$ cat src/rtl/fixed_point_pkg.sv
`default_nettype none
// ============================================================================
// Module   : fixed_point_pkg
// Purpose  : Shared definitions for the Q8.8 sign-magnitude arithmetic blocks
//            (fixed_point_math multiplier, fixed_point_divide divider).
// Contents : word/fraction widths, saturation magnitude, divider FSM states,
//            and a helper that builds a sign-magnitude word.
// Revision : 1.0 - initial release
// ============================================================================
package fixed_point_pkg;

  localparam int WIDTH = 16;
  localparam int FRAC  = 8;

  // Largest representable magnitude; used for every saturating result.
  localparam logic [WIDTH-2:0] MAG_MAX = 15'h7FFF;

  typedef enum logic [1:0] {
    IDLE = 2'd0,
    CALC = 2'd1,
    DONE = 2'd2
  } div_state_t;

  // Assemble a sign-magnitude word. A zero magnitude always yields +0 so the
  // datapath never emits a negative zero.
  function automatic logic [WIDTH-1:0] sm_pack(input logic sgn, input logic [WIDTH-2:0] mag);
    return {sgn & (mag != '0), mag};
  endfunction

endpackage
`default_nettype wire

$ cat src/rtl/fp_div_step.sv
`default_nettype none
// ============================================================================
// Module   : fp_div_step
// Purpose  : One combinational restoring-division step. Shifts the partial
//            remainder left, brings in the next numerator bit and subtracts
//            the divisor magnitude when it fits.
// Ports    : rem       in  WIDTH    current partial remainder
//            den_mag   in  WIDTH-1  divisor magnitude
//            bit_in    in  1        next numerator bit (MSB first)
//            rem_next  out WIDTH    partial remainder after this step
//            q_bit     out 1        quotient bit produced by this step
// Revision : 1.0 - initial release
// ============================================================================
module fp_div_step
  import fixed_point_pkg::*;
#(
  parameter int STEP_W = 16
) (
  input  logic [STEP_W-1:0] rem,
  input  logic [STEP_W-2:0] den_mag,
  input  logic              bit_in,
  output logic [STEP_W-1:0] rem_next,
  output logic              q_bit
);

  logic [STEP_W-1:0] shifted;
  logic [STEP_W-1:0] den_ext;
  logic              fits;

  assign shifted = {rem[STEP_W-2:0], bit_in};
  assign den_ext = {1'b0, den_mag};

  // The remainder stays below the divisor, so its top bit is always clear.
  // Should it ever be set, the true shifted value exceeds any divisor and a
  // subtraction is still the right answer.
  assign fits     = rem[STEP_W-1] | (shifted >= den_ext);
  assign q_bit    = fits;
  assign rem_next = fits ? (shifted - den_ext) : shifted;

endmodule
`default_nettype wire

$ cat src/rtl/fixed_point_divide.sv
`default_nettype none
// ============================================================================
// Module   : fixed_point_divide
// Purpose  : Sequential Q8.8 sign-magnitude divider, one quotient bit per
//            clock using a restoring shift-subtract loop. Start/done handshake.
// Ports    : clk          in  1      rising-edge clock
//            n_rst        in  1      asynchronous active-low reset
//            start        in  1      request, sampled only while idle
//            dividend     in  WIDTH  numerator, captured on accept
//            divisor      in  WIDTH  denominator, captured on accept
//            busy         out 1      operation in flight
//            done         out 1      one-cycle pulse, result valid from here
//            quotient     out WIDTH  result, held until the next result
//            overflow     out 1      result saturated
//            div_by_zero  out 1      divisor magnitude was zero
// Revision : 1.0 - initial release
// ============================================================================
module fixed_point_divide
  import fixed_point_pkg::*;
#(
  parameter int WIDTH = 16,
  parameter int FRAC  = 8
) (
  input  logic             clk,
  input  logic             n_rst,
  input  logic             start,
  input  logic [WIDTH-1:0] dividend,
  input  logic [WIDTH-1:0] divisor,
  output logic             busy,
  output logic             done,
  output logic [WIDTH-1:0] quotient,
  output logic             overflow,
  output logic             div_by_zero
);

  localparam int MAG_W = WIDTH - 1;
  localparam int NUM_W = MAG_W + FRAC;
  localparam int CNT_W = $clog2(NUM_W);

  localparam logic [CNT_W-1:0] CNT_LAST = CNT_W'(NUM_W - 1);
  localparam logic [MAG_W-1:0] SAT_MAG  = {MAG_W{1'b1}};

  div_state_t state;
  div_state_t state_next;

  logic             accept;
  logic             zero_div;

  logic [MAG_W-1:0] den_mag;
  logic [NUM_W-1:0] num_sr;
  logic [NUM_W-1:0] quo_raw;
  logic [WIDTH-1:0] rem;
  logic [CNT_W-1:0] cnt;
  logic             sign;
  logic             dbz_pend;

  logic [WIDTH-1:0] rem_next;
  logic             q_bit;

  logic             res_ovf;
  logic [MAG_W-1:0] res_mag;

  assign zero_div = (divisor[MAG_W-1:0] == '0);
  assign accept   = (state == IDLE) && start;

  // --------------------------------------------------------------------------
  // FSM: state register
  // --------------------------------------------------------------------------
  always_ff @(posedge clk or negedge n_rst) begin
    if (!n_rst) begin
      state <= IDLE;
    end else begin
      state <= state_next;
    end
  end

  // --------------------------------------------------------------------------
  // FSM: next state
  // --------------------------------------------------------------------------
  always_comb begin
    state_next = state;
    case (state)
      IDLE: begin
        if (start) begin
          state_next = zero_div ? DONE : CALC;
        end
      end
      CALC: begin
        if (cnt == '0) begin
          state_next = DONE;
        end
      end
      DONE:    state_next = IDLE;
      default: state_next = IDLE;
    endcase
  end

  // --------------------------------------------------------------------------
  // FSM: outputs
  // --------------------------------------------------------------------------
  always_comb begin
    busy = (state != IDLE);
  end

  // --------------------------------------------------------------------------
  // Datapath
  // --------------------------------------------------------------------------
  fp_div_step #(
    .STEP_W (WIDTH)
  ) u_step (
    .rem      (rem),
    .den_mag  (den_mag),
    .bit_in   (num_sr[NUM_W-1]),
    .rem_next (rem_next),
    .q_bit    (q_bit)
  );

  // Any raw quotient bit above the output magnitude means the result does not
  // fit. A divide-by-zero leaves the raw quotient cleared, so it never also
  // reports overflow.
  assign res_ovf = |quo_raw[NUM_W-1:MAG_W];
  assign res_mag = (dbz_pend || res_ovf) ? SAT_MAG : quo_raw[MAG_W-1:0];

  always_ff @(posedge clk or negedge n_rst) begin
    if (!n_rst) begin
      den_mag     <= '0;
      num_sr      <= '0;
      quo_raw     <= '0;
      rem         <= '0;
      cnt         <= '0;
      sign        <= 1'b0;
      dbz_pend    <= 1'b0;
      done        <= 1'b0;
      quotient    <= '0;
      overflow    <= 1'b0;
      div_by_zero <= 1'b0;
    end else begin
      done <= 1'b0;
      case (state)
        IDLE: begin
          if (accept) begin
            den_mag     <= divisor[MAG_W-1:0];
            num_sr      <= {dividend[MAG_W-1:0], {FRAC{1'b0}}};
            quo_raw     <= '0;
            rem         <= '0;
            cnt         <= CNT_LAST;
            sign        <= dividend[WIDTH-1] ^ divisor[WIDTH-1];
            dbz_pend    <= zero_div;
            overflow    <= 1'b0;
            div_by_zero <= 1'b0;
          end
        end
        CALC: begin
          rem     <= rem_next;
          num_sr  <= {num_sr[NUM_W-2:0], 1'b0};
          quo_raw <= {quo_raw[NUM_W-2:0], q_bit};
          if (cnt != '0) begin
            cnt <= cnt - 1'b1;
          end
        end
        DONE: begin
          // The result is formatted from the finished raw quotient and
          // published together with the done pulse.
          quotient    <= sm_pack(sign, res_mag);
          overflow    <= res_ovf & ~dbz_pend;
          div_by_zero <= dbz_pend;
          done        <= 1'b1;
        end
        default: ;
      endcase
    end
  end

endmodule
`default_nettype wire

$ cat config.mk
export PLATFORM = sky130hd
export DESIGN_NAME = fixed_point_divide
export DESIGN_NICKNAME = d
export VERILOG_FILES = /design/src/rtl/fixed_point_pkg.sv /design/src/rtl/fp_div_step.sv /design/src/rtl/fixed_point_divide.sv
export SDC_FILE = /design/constraint.sdc
export NUM_CORES = 1
export LEC_CHECK = 0
export BUFFER_PORTS_ARGS = -buffer_cell sky130_fd_sc_hd__buf_2
export CELL_PAD_IN_SITES_DETAIL_PLACEMENT = 2
export CELL_PAD_IN_SITES_GLOBAL_PLACEMENT = 2
export CORE_MARGIN = 8
export CORE_UTILIZATION = 39
export CTS_BUF_LIST = sky130_fd_sc_hd__clkbuf_2 sky130_fd_sc_hd__clkbuf_4 sky130_fd_sc_hd__clkbuf_8
export CTS_CLUSTER_DIAMETER = 80
export DETAILED_ROUTE_END_ITERATION = 10
export PLACE_DENSITY = 0.78
export SLEW_MARGIN = 10
export SYNTH_ARGS = -nofsm -noshare
export SYNTH_HDL_FRONTEND = slang
export SYNTH_HIERARCHICAL = 1
export SYNTH_SLANG_ARGS = --single-unit
export TNS_END_PERCENT = 1
$ cat constraint.sdc
create_clock -name clk -period 3.2 [get_ports clk]
set_input_delay 0.16 -clock clk [delete_from_list [all_inputs] [get_ports clk]]
set_output_delay 0.16 -clock clk [all_outputs]
set_load 0.02 [all_outputs]
# == Word-level counts from Yosys, hierarchy flattened ==
# Cells that the tools add are included.
# W data, S select, Z words.
# word_totals
wordCells,61
in_bits,35
output_inout_bits,20
ff_bits,105
# classes
n_eq_ne,6
order_cmp,1
n_bitwise,5
n_mux,19
reduce_logical,16
addsub,2
# op_table
operator,count
$pmux W23 S2,2
$mux W23,2
$mux W16,2
$pmux W16 S2,1
$ge A16 B15 Y1,1
$sub A16 B15 Y16,1
$logic_not A15 Y1,1
$mux W15,1
$reduce_bool A15 Y1,1
$mux W5,2
$pmux W5 S2,1
$ne A2 B2 Y1 const B,4
$reduce_and A2 Y1,4
$reduce_or A8 Y1,1
$mux W2,3
$reduce_bool A2 Y1,3
$logic_not A5 Y1,1
$reduce_bool A5 Y1,1
$sub A5 B1 Y5 const B,1
$pmux W1 S2,2
$pmux W2 S2,1
$reduce_and A3 Y1,1
$and A1 B1 Y1,2
$eq A2 B1 Y1 const B,1
other kinds (8),9

# == Logic depth before layout (Yosys ltp) ==
# Gate-level depths: netlist of run 1.
# logic_depth
ltp_word,5
depth_mapped,12
depth_no_buf,11

# == By module ==
# Netlist of run 1, hierarchy kept.
# by_module_without_submodules
mod,n_inst,seq_area_each_um2,cells_each,area_each_um2
fixed_point_divide,1,2427.3,322,3826.2
fp_div_step,1,0.0,151,1118.6

# == Worst setup path after synthesis of run 1 ==
# No wires, ideal clock.
# synth_timing
path_type,reg-to-reg
from,reg den_mag[0]
to,reg rem[10]
path_slack_ps,671
setup_time_ps,121
synth_period_minus_slack_ps,2529
required_time_ps,3079
stages_incl_launch_ff,12
arrival_time_ps,2408
path_buffers,1
path_cell_list,dfrtp_1 -> ha_1 -> fa_1 -> nand2b_1 -> a21oi_2 -> o21ai_2 -> a21oi_4 -> nor2_4 -> inv_4 -> buf_12 -> mux2_4 -> a22o_1
# synth_via
elab_chain_len,4
word_cells_on_any_way,5
classes_between,add/sub: 1; order compare: 1; mux: 2; bitwise: 1
# synth_lines
item,line,source
from (decl),fixed_point_divide.sv:49,logic [MAG_W-1:0] den_mag;
from (signal assigned),fixed_point_divide.sv:142,den_mag <= divisor[MAG_W-1:0];
$ge A16 B15 Y1,fp_div_step.sv:36,assign fits = rem[STEP_W-1] | (shifted >= den_ext);
$or A1 B1 Y1,fp_div_step.sv:36,
named net q_bit,fixed_point_divide.sv:58,logic q_bit;
$mux W16,fp_div_step.sv:38,assign rem_next = fits ? (shifted - den_ext) : shifted;
named net rem_next[10],fixed_point_divide.sv:57,logic [WIDTH-1:0] rem_next;
$pmux W16 S2,fixed_point_divide.sv:139,case (state)
to (signal assigned),fixed_point_divide.sv:154,rem <= rem_next;
to (decl),fixed_point_divide.sv:52,logic [WIDTH-1:0] rem;
# The timed path passes the listed nets, and every way through them passes these cells.
# A chain may end at the register's enable or synchronous reset.

# == Worst setup path after layout of run 1 ==
# layout_timing
from,reg num_sr[22]
to,reg rem[3]
# layout_via
elab_chain_len,4
word_cells_on_any_way,5
classes_between,add/sub: 1; order compare: 1; mux: 2; bitwise: 1
# layout_lines
item,line,source
from (decl),fixed_point_divide.sv:50,logic [NUM_W-1:0] num_sr;
from (signal assigned),fixed_point_divide.sv:143,"num_sr <= {dividend[MAG_W-1:0], {FRAC{1'b0}}};"
from (signal assigned),fixed_point_divide.sv:155,"num_sr <= {num_sr[NUM_W-2:0], 1'b0};"
$ge A16 B15 Y1,fp_div_step.sv:36,
$or A1 B1 Y1,fp_div_step.sv:36,
named net q_bit,fixed_point_divide.sv:58,
$mux W16,fp_div_step.sv:38,
named net rem_next[3],fixed_point_divide.sv:57,
$pmux W16 S2,fixed_point_divide.sv:139,
# The timed path passes the listed nets, and every way through them passes these cells.

==> results of run 1 <==
## timing repair
| action | CTS | global route |
|---|---|---|
| hold buffers | 16 | 0 |
| endpoints found under the hold margin | 112 | 0 |
| buffers inserted | 0 | 0 |
## cell families (layout without fill, tap and decap cells)
family	count (synthesis)	count (layout)	synth area share, %
fa+ha+maj	18	18	4.71
compound gates	132	132	19.7
buf+inv	49	117	4.53
flops	97	97	49.1
simple gates	141	141	14.3
mux	25	25	5.67
xor+xnor	11	11	1.95
## flip-flops by register name, summed over array words and instances (netlist names), 2 cells and up
| name | flops |
|---|---|
| cnt | 5 |
| rem | 16 |
| quo_raw | 23 |
| quotient | 16 |
| state | 2 |
| den_mag | 15 |
| num_sr | 15 |
## metrics by stage
| stage | worst slack, ns | utilization [%] | total power (W) | hold WS (ns) |
|---|---|---|---|---|
| after floorplan | 0.671 | - | 0.00482 | -0.136 |
| after global placement | 0.468 | 43.0 | 0.00550 | 0.266 |
| after detailed placement | 0.353 | 43.0 | 0.00572 | 0.267 |
| after CTS | 0.340 | 46.0 | 0.00669 | 0.000348 |
| after global routing | 0.205 | 46.0 | 0.00715 | 0.0162 |
| final | 0.329 | 46.0 | 0.00661 | 0.0228 |
## power breakdown
| part | total [W] | switching [W] | internal, W |
|---|---|---|---|
| logic | 0.00369 | 0.00209 | 0.00159 |
| registers | 0.00204 | 0.000348 | 0.00169 |
| clock network | 0.000883 | 0.000483 | 0.000400 |
## how the worst max path moves through the flow
stage	startpoint	endpoint	slack [ns]
2_1_floorplan	den_mag[0]	rem[10]	0.67
3_3_place_gp	num_sr[22]	rem[3]	0.47
3_5_place_dp	num_sr[22]	rem[3]	0.35
4_1_cts	num_sr[22]	rem[3]	0.34
5_1_grt	num_sr[22]	rem[3]	0.20
6_report	num_sr[22]	rem[3]	0.33
## cells in the final DEF, fill, tap and decap left out, types with 6 or more instances in the layout
| cell type | n |
|---|---|
| sky130_fd_sc_hd__nand2_1 | 75 |
| sky130_fd_sc_hd__clkbuf_8 | 10 |
| sky130_fd_sc_hd__mux2i_1 | 16 |
| sky130_fd_sc_hd__a21oi_1 | 14 |
| sky130_fd_sc_hd__a21o_1 | 6 |
| sky130_fd_sc_hd__o21ai_0 | 24 |
| sky130_fd_sc_hd__inv_1 | 23 |
| sky130_fd_sc_hd__nor3_1 | 10 |
| sky130_fd_sc_hd__xnor2_1 | 8 |
| sky130_fd_sc_hd__o22a_1 | 15 |
| sky130_fd_sc_hd__a22o_1 | 40 |
| sky130_fd_sc_hd__nor4_1 | 7 |
| sky130_fd_sc_hd__nand3_1 | 8 |
| sky130_fd_sc_hd__dfrtp_1 | 97 |
| sky130_fd_sc_hd__buf_2 | 53 |
| sky130_fd_sc_hd__dlygate4sd3_1 | 16 |
| sky130_fd_sc_hd__nor2_1 | 9 |
| sky130_fd_sc_hd__ha_1 | 17 |
## layout make-up
class                      count  area (µm²)  share of cell area, %
timing repair buffer          75         483                   8.39
inverter                      26         100                   1.74
multi-input combinational    327        2310                   40.1
sequential                    97        2430                   42.2
tap                          172         215                   3.74
clock inverter                 6        82.6                   1.43
clock buffer                  10         138                   2.39
## worst reg2reg max path, stage by stage, from the launching register on
cell and delay, ns:
sky130_fd_sc_hd__dfrtp_1 0.38, sky130_fd_sc_hd__inv_1 0.06, sky130_fd_sc_hd__ha_1 0.20, sky130_fd_sc_hd__fa_1 0.41, sky130_fd_sc_hd__nand2b_1 0.19, sky130_fd_sc_hd__a21oi_2 0.23, sky130_fd_sc_hd__o21ai_2 0.14, sky130_fd_sc_hd__a21oi_4 0.29
sky130_fd_sc_hd__nor2_4 0.07, sky130_fd_sc_hd__inv_4 0.22, sky130_fd_sc_hd__mux2_2 0.38, sky130_fd_sc_hd__a22o_1 0.21
## routing by layer
metal  up-vias  part of all wire, %
met1      1976                   46
met2        49                   50
met4         0                  1.7
li1       1829                    -
met3        16                  2.8
met5         -                    0
==> impl_metrics.prom, run 1 <==
# TYPE chip_impl_metric gauge
chip_impl_metric{name="placement.io_buffers",unit=""} 54
chip_impl_metric{name="timing.final.setup_violations",unit=""} 0
chip_impl_metric{name="grt_remaining_overflow",unit=""} 0
chip_impl_metric{name="clock_period_minus_worst_slack",unit="ns"} 2.87
chip_impl_metric{name="fin_cells",unit=""} 713
chip_impl_metric{name="use_met1",unit="%"} 21.6
chip_impl_metric{name="yosys_warnings",unit=""} 6
chip_impl_metric{name="synth_sequential_area_ratio",unit="%"} 49.1
chip_impl_metric{name="stdcell_area",unit="µm²"} 5760
chip_impl_metric{name="power_density",unit="nW/µm²"} 1150
chip_impl_metric{name="stages_on_the_worst_setup_path",unit=""} 11
chip_impl_metric{name="slew_viol_final",unit=""} 0
chip_impl_metric{name="required_time_at_the_worst_slack_endpoint",unit="ns"} 3.47
chip_impl_metric{name="ir_drop",unit="mV"} 0.951
chip_impl_metric{name="synth-async-reset-ratio",unit="%"} 100
chip_impl_metric{name="clock_latency",unit="ns"} 0.39
chip_impl_metric{name="place_area",unit="µm²"} 5380
chip_impl_metric{name="grt_start_max_net_pins",unit=""} 98
chip_impl_info{name="hold-path-endpoint",value="den_mag[1]"} 1
chip_impl_info{name="start_kind",value="flip-flop"} 1
chip_impl_info{name="grt-busiest-layer",value="met2"} 1
chip_impl_info{name="path_class",value="flip-flop to flip-flop"} 1
chip_impl_info{name="cpMaxStageDelayCell",value="sky130_fd_sc_hd__fa_1"} 1
chip_impl_info{name="unrepaired_setup_endpoints_after_global_routing",value="no"} 1
chip_impl_metric{name="tritoncts_num_sinks",unit=""} 97
chip_impl_metric{name="grt_util_met2",unit="%"} 29.8
chip_impl_metric{name="dr.first_iter.drc_count",unit=""} 162
chip_impl_metric{name="maxSlewHeadroom",unit="%"} 49.3
chip_impl_metric{name="final_hold_viol_count",unit=""} 0
chip_impl_metric{name="worst_slew_pin_slew",unit="ns"} 0.760
chip_impl_metric{name="core-area",unit="µm²"} 12500
chip_impl_metric{name="final_antenna_net_count",unit=""} 0
chip_impl_metric{name="worst-r2r-cell-count",unit=""} 11
chip_impl_metric{name="detail_route.drc_violations",unit=""} 0
chip_impl_info{name="timing.critical_path.cells",value="inv_1, ha_1, fa_1, nand2b_1, a21oi_2, o21ai_2, a21oi_4, nor2_4, inv_4, mux2_2, a22o_1"} 1
chip_impl_info{name="synthTopCellsByArea",value="sky130_fd_sc_hd__dfrtp_1 49%, sky130_fd_sc_hd__a22o_1 7.1%, sky130_fd_sc_hd__nand2_1 5.7%"} 1
chip_impl_info{name="status",value="completed"} 1
chip_impl_metric{name="placer_congestion",unit=""} 0.771
chip_impl_metric{name="io_pins",unit=""} 55
chip_impl_info{name="ys_dominant_reg_cell",value="sky130_fd_sc_hd__dfrtp_1"} 1
chip_impl_info{name="timing.critical_path.to_type",value="flip-flop"} 1
chip_impl_metric{name="reg2reg_slack",unit="ns"} 0.33
chip_impl_metric{name="post_route_cells_drive_above_1_share",unit="%"} 19.2
chip_impl_info{name="post-synth-top-count-cell",value="sky130_fd_sc_hd__dfrtp_1"} 1
chip_impl_metric{name="max_capacitance_violation_count",unit=""} 0
chip_impl_metric{name="finClkSkew",unit="ns"} 0.0136
chip_impl_info{name="rr_startpoint",value="num_sr[22]"} 1
chip_impl_metric{name="slowest_delay",unit="ns"} 0.41
chip_impl_metric{name="antenna_violations_before_repair",unit=""} 0
chip_impl_metric{name="met3_usage",unit="%"} 3.27
chip_impl_metric{name="ys_seq_elements",unit=""} 97
chip_impl_metric{name="vias",unit=""} 3870
chip_impl_metric{name="grt_use_total",unit="%"} 17.5
chip_impl_metric{name="antenna_cells",unit=""} 0
chip_impl_metric{name="worst_path_maximum_fanout",unit=""} 14
chip_impl_metric{name="worst-path-buf-inv",unit=""} 2
chip_impl_metric{name="summed_instance_area_of_the_synthesized_netlist",unit="µm²"} 4940
chip_impl_metric{name="die_h",unit="µm"} 129
chip_impl_metric{name="clk_transition_reported_paths",unit="ns"} 0.09
chip_impl_info{name="holdCritPathClass",value="input port to flip-flop"} 1
chip_impl_metric{name="rows",unit=""} 41
chip_impl_metric{name="crit_share_post_route",unit="%"} 89.7
chip_impl_info{name="min-delay-start",value="divisor[1]"} 1
chip_impl_metric{name="final.fill_count",unit=""} 1352
chip_impl_metric{name="final_net_count",unit=""} 589
chip_impl_metric{name="first_pass_grt_wire_length",unit="µm"} 22900
chip_impl_metric{name="viasPerCell",unit=""} 5.43
chip_impl_metric{name="synth_enable_flop_cells",unit=""} 0
chip_impl_metric{name="max_freq",unit="MHz"} 348
chip_impl_info{name="ys_top_cells_by_count",value="97 x sky130_fd_sc_hd__dfrtp_1, 75 x sky130_fd_sc_hd__nand2_1, 40 x sky130_fd_sc_hd__a22o_1"} 1
chip_impl_metric{name="finalWirelength",unit="µm"} 13500
chip_impl_metric{name="synthesis.nets",unit=""} 526
chip_impl_info{name="worst_path_dominant_cell_family",value="compound AO/OA/AOI/OAI gates"} 1
chip_impl_metric{name="hold-path-cell-count",unit=""} 3
chip_impl_metric{name="avgSynthCellArea",unit="µm²"} 10.5
chip_impl_metric{name="dp.cells",unit=""} 681
chip_impl_metric{name="firstDrtPassIters",unit=""} 4
chip_impl_metric{name="cts_made_buffers",unit=""} 9
chip_impl_metric{name="cp.arrival",unit="ns"} 3.14
chip_impl_metric{name="routed_len_inst",unit="µm"} 18.9
chip_impl_metric{name="cts-htree-levels",unit=""} 3
chip_impl_metric{name="fp.dieW",unit="µm"} 129
chip_impl_metric{name="number_of_global_route_vias_before_repair",unit=""} 4415
chip_impl_metric{name="ctsLongestPathBuffers",unit=""} 2
chip_impl_metric{name="postCtsResizedCells",unit=""} 0
chip_impl_metric{name="p_leak",unit="nW"} 2.76
chip_impl_info{name="clockRootBuffer",value="sky130_fd_sc_hd__clkbuf_8"} 1
chip_impl_metric{name="area_enclosed_by_the_die_boundary",unit="µm²"} 16500
chip_impl_metric{name="effective_utilization_at_floorplan",unit="%"} 39.5
chip_impl_info{name="cts_tree",value="built"} 1
chip_impl_metric{name="postSynthCellCount",unit=""} 473
chip_impl_metric{name="synth.top_cell.area_share",unit="%"} 49.1
chip_impl_metric{name="place.detailed.hpwl",unit="µm"} 9060
chip_impl_metric{name="area.growth.synth_to_final",unit="%"} 16.4
chip_impl_metric{name="count_of_different_cell_masters_after_synthesis",unit=""} 66
chip_impl_info{name="r2r_end",value="rem[3]"} 1
chip_impl_info{name="yosysTopAreaCell",value="sky130_fd_sc_hd__dfrtp_1"} 1
chip_impl_metric{name="setup-tns-final",unit="ns"} 0
(Power assumes the default switching activity.)
==> run 2: changes to the inputs <==
--- a/config.mk
+++ b/config.mk
@@ -5,15 +5,16 @@
 export SDC_FILE = /design/constraint.sdc
 export NUM_CORES = 1
 export LEC_CHECK = 0
+export ABC_AREA = 1
 export BUFFER_PORTS_ARGS = -buffer_cell sky130_fd_sc_hd__buf_2
 export CELL_PAD_IN_SITES_DETAIL_PLACEMENT = 2
 export CELL_PAD_IN_SITES_GLOBAL_PLACEMENT = 2
 export CORE_MARGIN = 8
-export CORE_UTILIZATION = 39
+export CORE_UTILIZATION = 35
 export CTS_BUF_LIST = sky130_fd_sc_hd__clkbuf_2 sky130_fd_sc_hd__clkbuf_4 sky130_fd_sc_hd__clkbuf_8
 export CTS_CLUSTER_DIAMETER = 80
 export DETAILED_ROUTE_END_ITERATION = 10
-export PLACE_DENSITY = 0.78
+export PLACE_DENSITY = 0.79
 export SLEW_MARGIN = 10
 export SYNTH_ARGS = -nofsm -noshare
 export SYNTH_HDL_FRONTEND = slang
==> run 2 against run 1 <==
Against the previous run: power is 3.6% higher; sequential cell count stayed put; sequential power is 2% lower; combinational power is 10% higher; register-to-register slack better by 0.36 ns; fmax is 14% higher.
==> impl_metrics.prom, run 2 <==
# TYPE chip_impl_metric gauge
chip_impl_info{name="status",value="completed"} 1
chip_impl_metric{name="firstDrtPassIters",unit=""} 4
chip_impl_metric{name="yosys_warnings",unit=""} 6
chip_impl_metric{name="synth_sequential_area_ratio",unit="%"} 45.2
chip_impl_metric{name="postCtsResizedCells",unit=""} 0
chip_impl_metric{name="max_freq",unit="MHz"} 399
chip_impl_metric{name="final_core_utilization",unit="%"} 39.7
chip_impl_info{name="holdCritPathClass",value="input port to flip-flop"} 1
chip_impl_metric{name="avgSynthCellArea",unit="µm²"} 7.35
chip_impl_info{name="path_class",value="flip-flop to flip-flop"} 1
chip_impl_info{name="synthTopCellsByArea",value="sky130_fd_sc_hd__dfrtp_1 45%, sky130_fd_sc_hd__nand2_1 16%, sky130_fd_sc_hd__inv_1 7.7%"} 1
chip_impl_metric{name="slew_viol_final",unit=""} 0
chip_impl_metric{name="effective_utilization_at_floorplan",unit="%"} 35.6
chip_impl_metric{name="crit_share_post_route",unit="%"} 78.4
chip_impl_metric{name="worst_slew_pin_slew",unit="ns"} 1.04
chip_impl_metric{name="clk_transition_reported_paths",unit="ns"} 0.10
chip_impl_metric{name="synth_enable_flop_cells",unit=""} 0
chip_impl_metric{name="area_enclosed_by_the_die_boundary",unit="µm²"} 19600
chip_impl_metric{name="placement.io_buffers",unit=""} 54
chip_impl_metric{name="final_hold_viol_count",unit=""} 0
chip_impl_metric{name="worst-path-buf-inv",unit=""} 3
chip_impl_metric{name="fp.dieW",unit="µm"} 140
chip_impl_metric{name="first_pass_grt_wire_length",unit="µm"} 27100
chip_impl_metric{name="area.growth.synth_to_final",unit="%"} 11.6
chip_impl_metric{name="io_pins",unit=""} 55
chip_impl_info{name="min-delay-start",value="divisor[8]"} 1
chip_impl_metric{name="clock_latency",unit="ns"} 0.37
chip_impl_metric{name="multi_input_comb_area",unit="µm²"} 2350
chip_impl_metric{name="routed_len_inst",unit="µm"} 16.4
chip_impl_info{name="rr_startpoint",value="num_sr[22]"} 1
chip_impl_metric{name="hold-path-cell-count",unit=""} 3
chip_impl_info{name="ys_dominant_reg_cell",value="sky130_fd_sc_hd__dfrtp_1"} 1
chip_impl_metric{name="cts_made_buffers",unit=""} 9
chip_impl_metric{name="synthesis.nets",unit=""} 783
chip_impl_metric{name="place.detailed.hpwl",unit="µm"} 11900
chip_impl_metric{name="cts_hold_repair.buffers",unit=""} 2
chip_impl_metric{name="ctsLongestPathBuffers",unit=""} 2
chip_impl_metric{name="worst-r2r-cell-count",unit=""} 15
chip_impl_metric{name="vias",unit=""} 4819
chip_impl_info{name="layout_common_cells",value="229 x sky130_fd_sc_hd__nand2_1, 110 x sky130_fd_sc_hd__inv_1, 97 x sky130_fd_sc_hd__dfrtp_1"} 1
chip_impl_metric{name="tritoncts_num_sinks",unit=""} 97
chip_impl_metric{name="fin_cells",unit=""} 970
chip_impl_metric{name="dp.cells",unit=""} 953
chip_impl_metric{name="final_antenna_net_count",unit=""} 0
chip_impl_info{name="cpMaxStageDelayCell",value="sky130_fd_sc_hd__fa_1"} 1
chip_impl_metric{name="ys_seq_elements",unit=""} 97
chip_impl_metric{name="cts_setup_buffers",unit=""} 0
chip_impl_metric{name="register_area",unit="µm²"} 2430
chip_impl_metric{name="reg2reg_slack",unit="ns"} 0.69
chip_impl_metric{name="die_h",unit="µm"} 140
chip_impl_metric{name="p_leak",unit="nW"} 3.23
chip_impl_metric{name="place_area",unit="µm²"} 5780
chip_impl_info{name="hold-path-endpoint",value="den_mag[8]"} 1
chip_impl_info{name="start_kind",value="flip-flop"} 1
chip_impl_metric{name="synth-async-reset-ratio",unit="%"} 100
chip_impl_metric{name="viasPerCell",unit=""} 4.97
chip_impl_info{name="post-synth-top-count-cell",value="sky130_fd_sc_hd__nand2_1"} 1
chip_impl_info{name="final_common_cell",value="sky130_fd_sc_hd__nand2_1"} 1
chip_impl_metric{name="summed_instance_area_of_the_synthesized_netlist",unit="µm²"} 5370
chip_impl_info{name="layout_top_registers",value="quo_raw (23), quotient (16), rem (16)"} 1
chip_impl_metric{name="max_capacitance_violation_count",unit=""} 0
chip_impl_info{name="unrepaired_setup_endpoints_after_global_routing",value="no"} 1
chip_impl_metric{name="detail_route.drc_violations",unit=""} 0
chip_impl_metric{name="required_time_at_the_worst_slack_endpoint",unit="ns"} 3.46
chip_impl_metric{name="slowest_delay",unit="ns"} 0.38
chip_impl_info{name="largest-register",value="quo_raw"} 1
chip_impl_metric{name="grt_remaining_overflow",unit=""} 0
chip_impl_info{name="crit_path_start",value="num_sr[22]"} 1
chip_impl_metric{name="postSynthCellCount",unit=""} 730
chip_impl_metric{name="finalWirelength",unit="µm"} 15900
chip_impl_info{name="cts_tree",value="built"} 1
chip_impl_info{name="ys_top_cells_by_count",value="229 x sky130_fd_sc_hd__nand2_1, 110 x sky130_fd_sc_hd__inv_1, 97 x sky130_fd_sc_hd__dfrtp_1"} 1
chip_impl_metric{name="largest_register_ff_count",unit=""} 23
chip_impl_metric{name="antenna_cells",unit=""} 0
chip_impl_info{name="clockRootBuffer",value="sky130_fd_sc_hd__clkbuf_8"} 1
chip_impl_metric{name="worst_path_maximum_fanout",unit=""} 20
chip_impl_info{name="path_common_cell",value="sky130_fd_sc_hd__nand2_1"} 1
chip_impl_metric{name="final.fill_count",unit=""} 1838
chip_impl_metric{name="clock_period_minus_worst_slack",unit="ns"} 2.51
chip_impl_metric{name="setup-tns-final",unit="ns"} 0
chip_impl_metric{name="cts-htree-levels",unit=""} 3
chip_impl_metric{name="post_route_cells_drive_above_1_share",unit="%"} 13.0
chip_impl_info{name="worst_path_dominant_cell_family",value="simple AND/OR/NAND/NOR gates"} 1
chip_impl_metric{name="core-area",unit="µm²"} 15100
chip_impl_metric{name="synth.top_cell.area_share",unit="%"} 45.2
chip_impl_metric{name="grt_use_total",unit="%"} 17.0
chip_impl_metric{name="dr.first_iter.drc_count",unit=""} 142
chip_impl_metric{name="timing.final.setup_violations",unit=""} 0
chip_impl_metric{name="final_net_count",unit=""} 831
chip_impl_info{name="timing.critical_path.cells",value="inv_1, ha_1, fa_1, inv_1, nand2_1, nand2_1, nand3_2, nand3_2, nand2_1, nand2_2, inv_2, nand2_1, nand2_1, nand2_1, nand2_1"} 1
chip_impl_info{name="r2r_end",value="rem[4]"} 1
chip_impl_metric{name="finClkSkew",unit="ns"} 0.0170
chip_impl_metric{name="power_density",unit="nW/µm²"} 1140
chip_impl_metric{name="number_of_global_route_vias_before_repair",unit=""} 5450
chip_impl_metric{name="stdcell_area",unit="µm²"} 5990
chip_impl_metric{name="cp.arrival",unit="ns"} 2.76
chip_impl_info{name="yosysTopAreaCell",value="sky130_fd_sc_hd__dfrtp_1"} 1
chip_impl_metric{name="placer_congestion",unit=""} 0.825
chip_impl_metric{name="antenna_violations_before_repair",unit=""} 0
chip_impl_metric{name="ir_drop",unit="mV"} 0.411
chip_impl_metric{name="maxSlewHeadroom",unit="%"} 30.7
chip_impl_info{name="timing.critical_path.to_type",value="flip-flop"} 1
chip_impl_metric{name="rows",unit=""} 45
chip_impl_metric{name="count_of_different_cell_masters_after_synthesis",unit=""} 33
chip_impl_metric{name="grt_start_max_net_pins",unit=""} 72
## run 2: worst reg2reg max path: stages (launching register included)
cell,delay [ns]
sky130_fd_sc_hd__dfrtp_1,0.37
sky130_fd_sc_hd__inv_1,0.06
sky130_fd_sc_hd__ha_1,0.21
sky130_fd_sc_hd__fa_1,0.38
sky130_fd_sc_hd__inv_1,0.12
sky130_fd_sc_hd__nand2_1,0.09
sky130_fd_sc_hd__nand2_1,0.10
sky130_fd_sc_hd__nand3_2,0.08
sky130_fd_sc_hd__nand3_2,0.08
sky130_fd_sc_hd__nand2_1,0.06
sky130_fd_sc_hd__nand2_2,0.33
sky130_fd_sc_hd__inv_2,0.22
sky130_fd_sc_hd__nand2_1,0.10
sky130_fd_sc_hd__nand2_1,0.07
sky130_fd_sc_hd__nand2_1,0.09
sky130_fd_sc_hd__nand2_1,0.06
## run 2: through the flow
stage               total power (W)  hold slack, ns  worst slack (ns)
detailed placement          0.00612           0.359             0.743
global placement            0.00586           0.344             0.909
CTS                         0.00696         0.00325             0.677
global route                0.00756         0.00675             0.496
finish                      0.00684          0.0159             0.691
floorplan                   0.00497          -0.136              1.29
## run 2: worst max-delay path by stage
stage / endpoint / slack (ns) / cells after the start
3_5_place_dp: rem[4] / 0.74 / 14
2_1_floorplan: rem[7] / 1.29 / 15
6_report: rem[4] / 0.69 / 15
3_3_place_gp: rem[14] / 0.91 / 14
4_1_cts: rem[4] / 0.68 / 14
5_1_grt: rem[4] / 0.50 / 15
## run 2: power breakdown
group | total (W) | switching, W | internal (W)
Clock | 0.000776 | 0.000431 | 0.000345
Combinational | 0.00407 | 0.00278 | 0.00129
Sequential | 0.00200 | 0.000297 | 0.00170
Total | 0.00684 | 0.00351 | 0.00334
## run 2: area by class of cell
type | count | share of cell area, %
Sequential cell | 97 | 40.5
Multi-Input combinational cell | 488 | 39.2
Inverter | 120 | 7.52
Timing Repair Buffer | 62 | 5.64
Tap cell | 188 | 3.92
Clock buffer | 12 | 2.76
Clock inverter | 3 | 0.418
## run 2: kinds of logic after synthesis
logic type,count (synthesis),share of synthesized area [%]
AND/OR/NAND/NOR,373,29.4
buffers and inverters,145,11.0
flip-flops,97,45.2
AO/OA/AOI/OAI,90,8.95
adder cells (fa/ha/maj),18,4.33
XOR/XNOR,7,1.14
## run 2: layer usage
metal	up-vias	GRT usage (%)	routed length, µm
li1	2357	-	-
met2	43	30.4	8140
met3	10	2.67	271
met1	2409	20.9	7370
met5	-	0	0
met4	0	3.77	151
==> run 3: changes to the inputs <==
--- a/config.mk
+++ b/config.mk
@@ -5,16 +5,16 @@
 export SDC_FILE = /design/constraint.sdc
 export NUM_CORES = 1
 export LEC_CHECK = 0
-export ABC_AREA = 1
+export ABC_AREA = 0
 export BUFFER_PORTS_ARGS = -buffer_cell sky130_fd_sc_hd__buf_2
 export CELL_PAD_IN_SITES_DETAIL_PLACEMENT = 2
 export CELL_PAD_IN_SITES_GLOBAL_PLACEMENT = 2
 export CORE_MARGIN = 8
-export CORE_UTILIZATION = 35
+export CORE_UTILIZATION = 36
 export CTS_BUF_LIST = sky130_fd_sc_hd__clkbuf_2 sky130_fd_sc_hd__clkbuf_4 sky130_fd_sc_hd__clkbuf_8
 export CTS_CLUSTER_DIAMETER = 80
 export DETAILED_ROUTE_END_ITERATION = 10
-export PLACE_DENSITY = 0.79
+export PLACE_DENSITY = 0.76
 export SLEW_MARGIN = 10
 export SYNTH_ARGS = -nofsm -noshare
 export SYNTH_HDL_FRONTEND = slang
==> constraint.sdc (replaced) <==
create_clock -name clk -period 2.3 [get_ports clk]
set_input_delay 0.115 -clock clk [delete_from_list [all_inputs] [get_ports clk]]
set_output_delay 0.115 -clock clk [all_outputs]
set_load 0.02 [all_outputs]
==> run 3 against run 2 <==
Against the previous run: the flow now finishes with violations (negative setup slack); register-to-register slack lost 0.98 ns; non-clock buffer count up 55; utilization up 5.6 points; die area decreased by 9.3%; final cell count down 21%; wire length is 2.0% higher; global-route usage is 1.4 points higher; combinational power is 63% higher; clock-buffer cell count shrank 3; critical path depth shrank 4.
==> impl_metrics.prom, run 3 (synthesis gave the netlist of run 1 again) <==
# TYPE chip_impl_metric gauge
chip_impl_metric{name="largest_register_ff_count",unit=""} 23
chip_impl_metric{name="area.growth.synth_to_final",unit="%"} 25.2
chip_impl_info{name="worst_path_dominant_cell_family",value="compound AO/OA/AOI/OAI gates"} 1
chip_impl_metric{name="finalWirelength",unit="µm"} 16200
chip_impl_metric{name="vias",unit=""} 4169
chip_impl_metric{name="dr.first_iter.drc_count",unit=""} 213
chip_impl_info{name="timing.critical_path.cells",value="inv_2, ha_4, fa_2, nand2b_4, a21oi_4, buf_6, o21bai_4, a31oi_1, o221ai_1, mux2_4, a22o_1"} 1
chip_impl_metric{name="place_area",unit="µm²"} 5660
chip_impl_metric{name="power.net_switching",unit="W"} 0.00479
chip_impl_metric{name="timing.final.setup_violations",unit=""} 16
chip_impl_metric{name="antenna_violations_before_repair",unit=""} 0
chip_impl_metric{name="final_net_count",unit=""} 632
chip_impl_metric{name="number_of_global_route_vias_before_repair",unit=""} 4728
chip_impl_info{name="path_class",value="flip-flop to flip-flop"} 1
chip_impl_metric{name="grt_remaining_overflow",unit=""} 0
chip_impl_metric{name="finalWorstSetupSlack",unit="ns"} -0.288
chip_impl_metric{name="placer_congestion",unit=""} 0.788
chip_impl_metric{name="final_antenna_net_count",unit=""} 0
chip_impl_metric{name="first_pass_grt_wire_length",unit="µm"} 26200
chip_impl_metric{name="worst_slew_pin_slew",unit="ns"} 0.568
chip_impl_info{name="layout_top_registers",value="quo_raw (23), quotient (16), rem (16)"} 1
chip_impl_info{name="start_kind",value="flip-flop"} 1
chip_impl_info{name="largest-register",value="quo_raw"} 1
chip_impl_metric{name="grt_start_max_net_pins",unit=""} 48
chip_impl_metric{name="power_frac_seq",unit="%"} 26.8
chip_impl_metric{name="area_enclosed_by_the_die_boundary",unit="µm²"} 17700
chip_impl_metric{name="ctsLongestPathBuffers",unit=""} 2
chip_impl_info{name="unrepaired_setup_endpoints_after_global_routing",value="yes"} 1
chip_impl_metric{name="routed_len_inst",unit="µm"} 21.3
chip_impl_metric{name="max_capacitance_violation_count",unit=""} 0
chip_impl_metric{name="clock_period_minus_worst_slack",unit="ns"} 2.59
chip_impl_metric{name="swShare",unit="%"} 45.4
chip_impl_metric{name="maxSlewHeadroom",unit="%"} 62.1
chip_impl_metric{name="max_freq",unit="MHz"} 386
chip_impl_metric{name="firstDrtPassIters",unit=""} 4
chip_impl_metric{name="clock_latency",unit="ns"} 0.40
chip_impl_metric{name="finClkSkew",unit="ns"} 0.0254
chip_impl_metric{name="die_h",unit="µm"} 133
chip_impl_info{name="cts_tree",value="built"} 1
chip_impl_metric{name="p_leak",unit="nW"} 2.98
chip_impl_info{name="clockRootBuffer",value="sky130_fd_sc_hd__clkbuf_8"} 1
chip_impl_metric{name="power",unit="W"} 0.0106
chip_impl_metric{name="grt_use_total",unit="%"} 18.4
chip_impl_metric{name="fin_cells",unit=""} 763
chip_impl_metric{name="placement.io_buffers",unit=""} 54
chip_impl_metric{name="detail_route.drc_violations",unit=""} 0
chip_impl_metric{name="io_pins",unit=""} 55
chip_impl_metric{name="final_hold_viol_count",unit=""} 0
chip_impl_metric{name="cp.arrival",unit="ns"} 2.87
chip_impl_metric{name="tritoncts_num_sinks",unit=""} 97
chip_impl_metric{name="crit_share_post_route",unit="%"} 113
chip_impl_metric{name="dp_slack",unit="ns"} -0.136
chip_impl_metric{name="slowest_delay",unit="ns"} 0.42
chip_impl_info{name="cpMaxStageDelayCell",value="sky130_fd_sc_hd__dfrtp_1"} 1
chip_impl_metric{name="cts_made_buffers",unit=""} 9
chip_impl_metric{name="required_time_at_the_worst_slack_endpoint",unit="ns"} 2.59
chip_impl_info{name="timing.critical_path.to_type",value="flip-flop"} 1
chip_impl_info{name="violations",value="negative setup slack"} 1
chip_impl_metric{name="rows",unit=""} 43
chip_impl_metric{name="clk_transition_reported_paths",unit="ns"} 0.12
chip_impl_metric{name="antenna_cells",unit=""} 0
chip_impl_info{name="layout_common_cells",value="97 x sky130_fd_sc_hd__dfrtp_1, 74 x sky130_fd_sc_hd__nand2_1, 53 x sky130_fd_sc_hd__buf_2"} 1
chip_impl_metric{name="ir_drop",unit="mV"} 0.611
chip_impl_metric{name="combPwrFrac",unit="%"} 62.7
chip_impl_metric{name="worst-path-buf-inv",unit=""} 2
chip_impl_metric{name="place.detailed.hpwl",unit="µm"} 10200
chip_impl_metric{name="fp.dieW",unit="µm"} 133
chip_impl_metric{name="core-area",unit="µm²"} 13700
chip_impl_metric{name="dp.cells",unit=""} 723
chip_impl_metric{name="viasPerCell",unit=""} 5.46
chip_impl_metric{name="final_core_utilization",unit="%"} 45.3
chip_impl_info{name="final_common_cell",value="sky130_fd_sc_hd__dfrtp_1"} 1
chip_impl_metric{name="worst_path_maximum_fanout",unit=""} 3
chip_impl_info{name="status",value="finished, violations left"} 1
chip_impl_metric{name="slew_viol_final",unit=""} 0
chip_impl_info{name="holdCritPathClass",value="input port to flip-flop"} 1
chip_impl_metric{name="post_route_cells_drive_above_1_share",unit="%"} 28.5
chip_impl_metric{name="power_density",unit="nW/µm²"} 1710
chip_impl_metric{name="pwr-share-clk",unit="%"} 10.5
chip_impl_metric{name="effective_utilization_at_floorplan",unit="%"} 36.2
chip_impl_metric{name="cts-htree-levels",unit=""} 3
chip_impl_metric{name="stdcell_area",unit="µm²"} 6190
chip_impl_metric{name="cell_internal_pwr",unit="W"} 0.00576
==> run 3: cell count changes in the layout (fill, tap and decap cells not counted), sizes merged, moves of 8 or more <==
| cell | before | now |
|---|---|---|
| a22o | 0 | 40 |
| buf | 60 | 100 |
| dlygate4sd3 | 2 | 17 |
| inv | 120 | 30 |
| mux2 | 0 | 9 |
| mux2i | 0 | 16 |
| nand2 | 234 | 75 |
| nand3 | 64 | 8 |
| nor2 | 61 | 13 |
| nor3 | 2 | 10 |
| o21ai | 48 | 26 |
| o22a | 0 | 15 |
| o22ai | 21 | 1 |
==> run 3: cell type report <==
cell class | instances | area (µm²)
flip-flops and latches | 97 | 2430
well taps | 180 | 225
clock buffers | 9 | 124
clock inverters | 6 | 50.0
multi-input cells | 327 | 2440
fillers | 1463 | 7470
inverters | 26 | 103
repair inverters | 1 | 6.26
repair buffers | 117 | 812
==> run 3: through the flow <==
step	hold WS, ns	TNS, ns
2_1_floorplan	-0.181	-0.400
3_3_place_gp	0.117	-0.206
3_5_place_dp	0.119	-1.28
4_1_cts	0.00481	-0.924
5_1_grt	0.0175	-3.46
6_report	0.0188	-2.17
==> run 3: power by group through the flow <==
| stage | clock [W] | sequential [W] | combinational (W) |
|---|---|---|---|
| after CTS | 0.00112 | 0.00282 | 0.00615 |
| final | 0.00111 | 0.00283 | 0.00662 |
| after global routing | 0.00120 | 0.00291 | 0.00713 |
| after floorplan | 0 | 0.00290 | 0.00387 |
| after global placement | 0 | 0.00279 | 0.00548 |
| after detailed placement | 0 | 0.00284 | 0.00577 |
==> run 3: worst reg2reg max path: cells and delay by family, from the launching register on <==
kind | cells | cell delay (ns)
adder cells (fa/ha/maj) | 2 | 0.51
flip-flops | 1 | 0.42
buffers and inverters | 2 | 0.22
multiplexers | 1 | 0.29
AND/OR/NAND/NOR | 1 | 0.17
AO/OA/AOI/OAI | 5 | 0.88
==> run 3: final timing paths <==
path	to	startpoint	depth (start not counted)	slack, ns
worst min register to register	den_mag[10]	den_mag[10]	2	0.48
worst min-delay path	sign	divisor[15]	3	0.02
worst max-delay path	rem[10]	num_sr[22]	11	-0.29
max in group asynchronous	num_sr[11]	n_rst	3	1.41
min in group asynchronous	rem[15]	n_rst	2	0.21
worst max register to register	rem[10]	num_sr[22]	11	-0.29
==> run 3: per-layer routing <==
layer | GRT usage [%] | vias to the layer above | part of all wire [%]
met3 | 3.88 | 30 | 3.2
met4 | 6.74 | 0 | 2.4
met1 | 22.3 | 2147 | 44
li1 | - | 1922 | -
met2 | 31.5 | 70 | 51
met5 | 0 | - | 0
==> run 3: timing repair <==
item	in CTS	in global routing
pin swaps	11	9
gates resized for setup	15	17
cloned	1	0
endpoints found under the setup margin	15	17
hold buffers	17	0
endpoints found under the hold margin	48	0
setup buffers	4	3
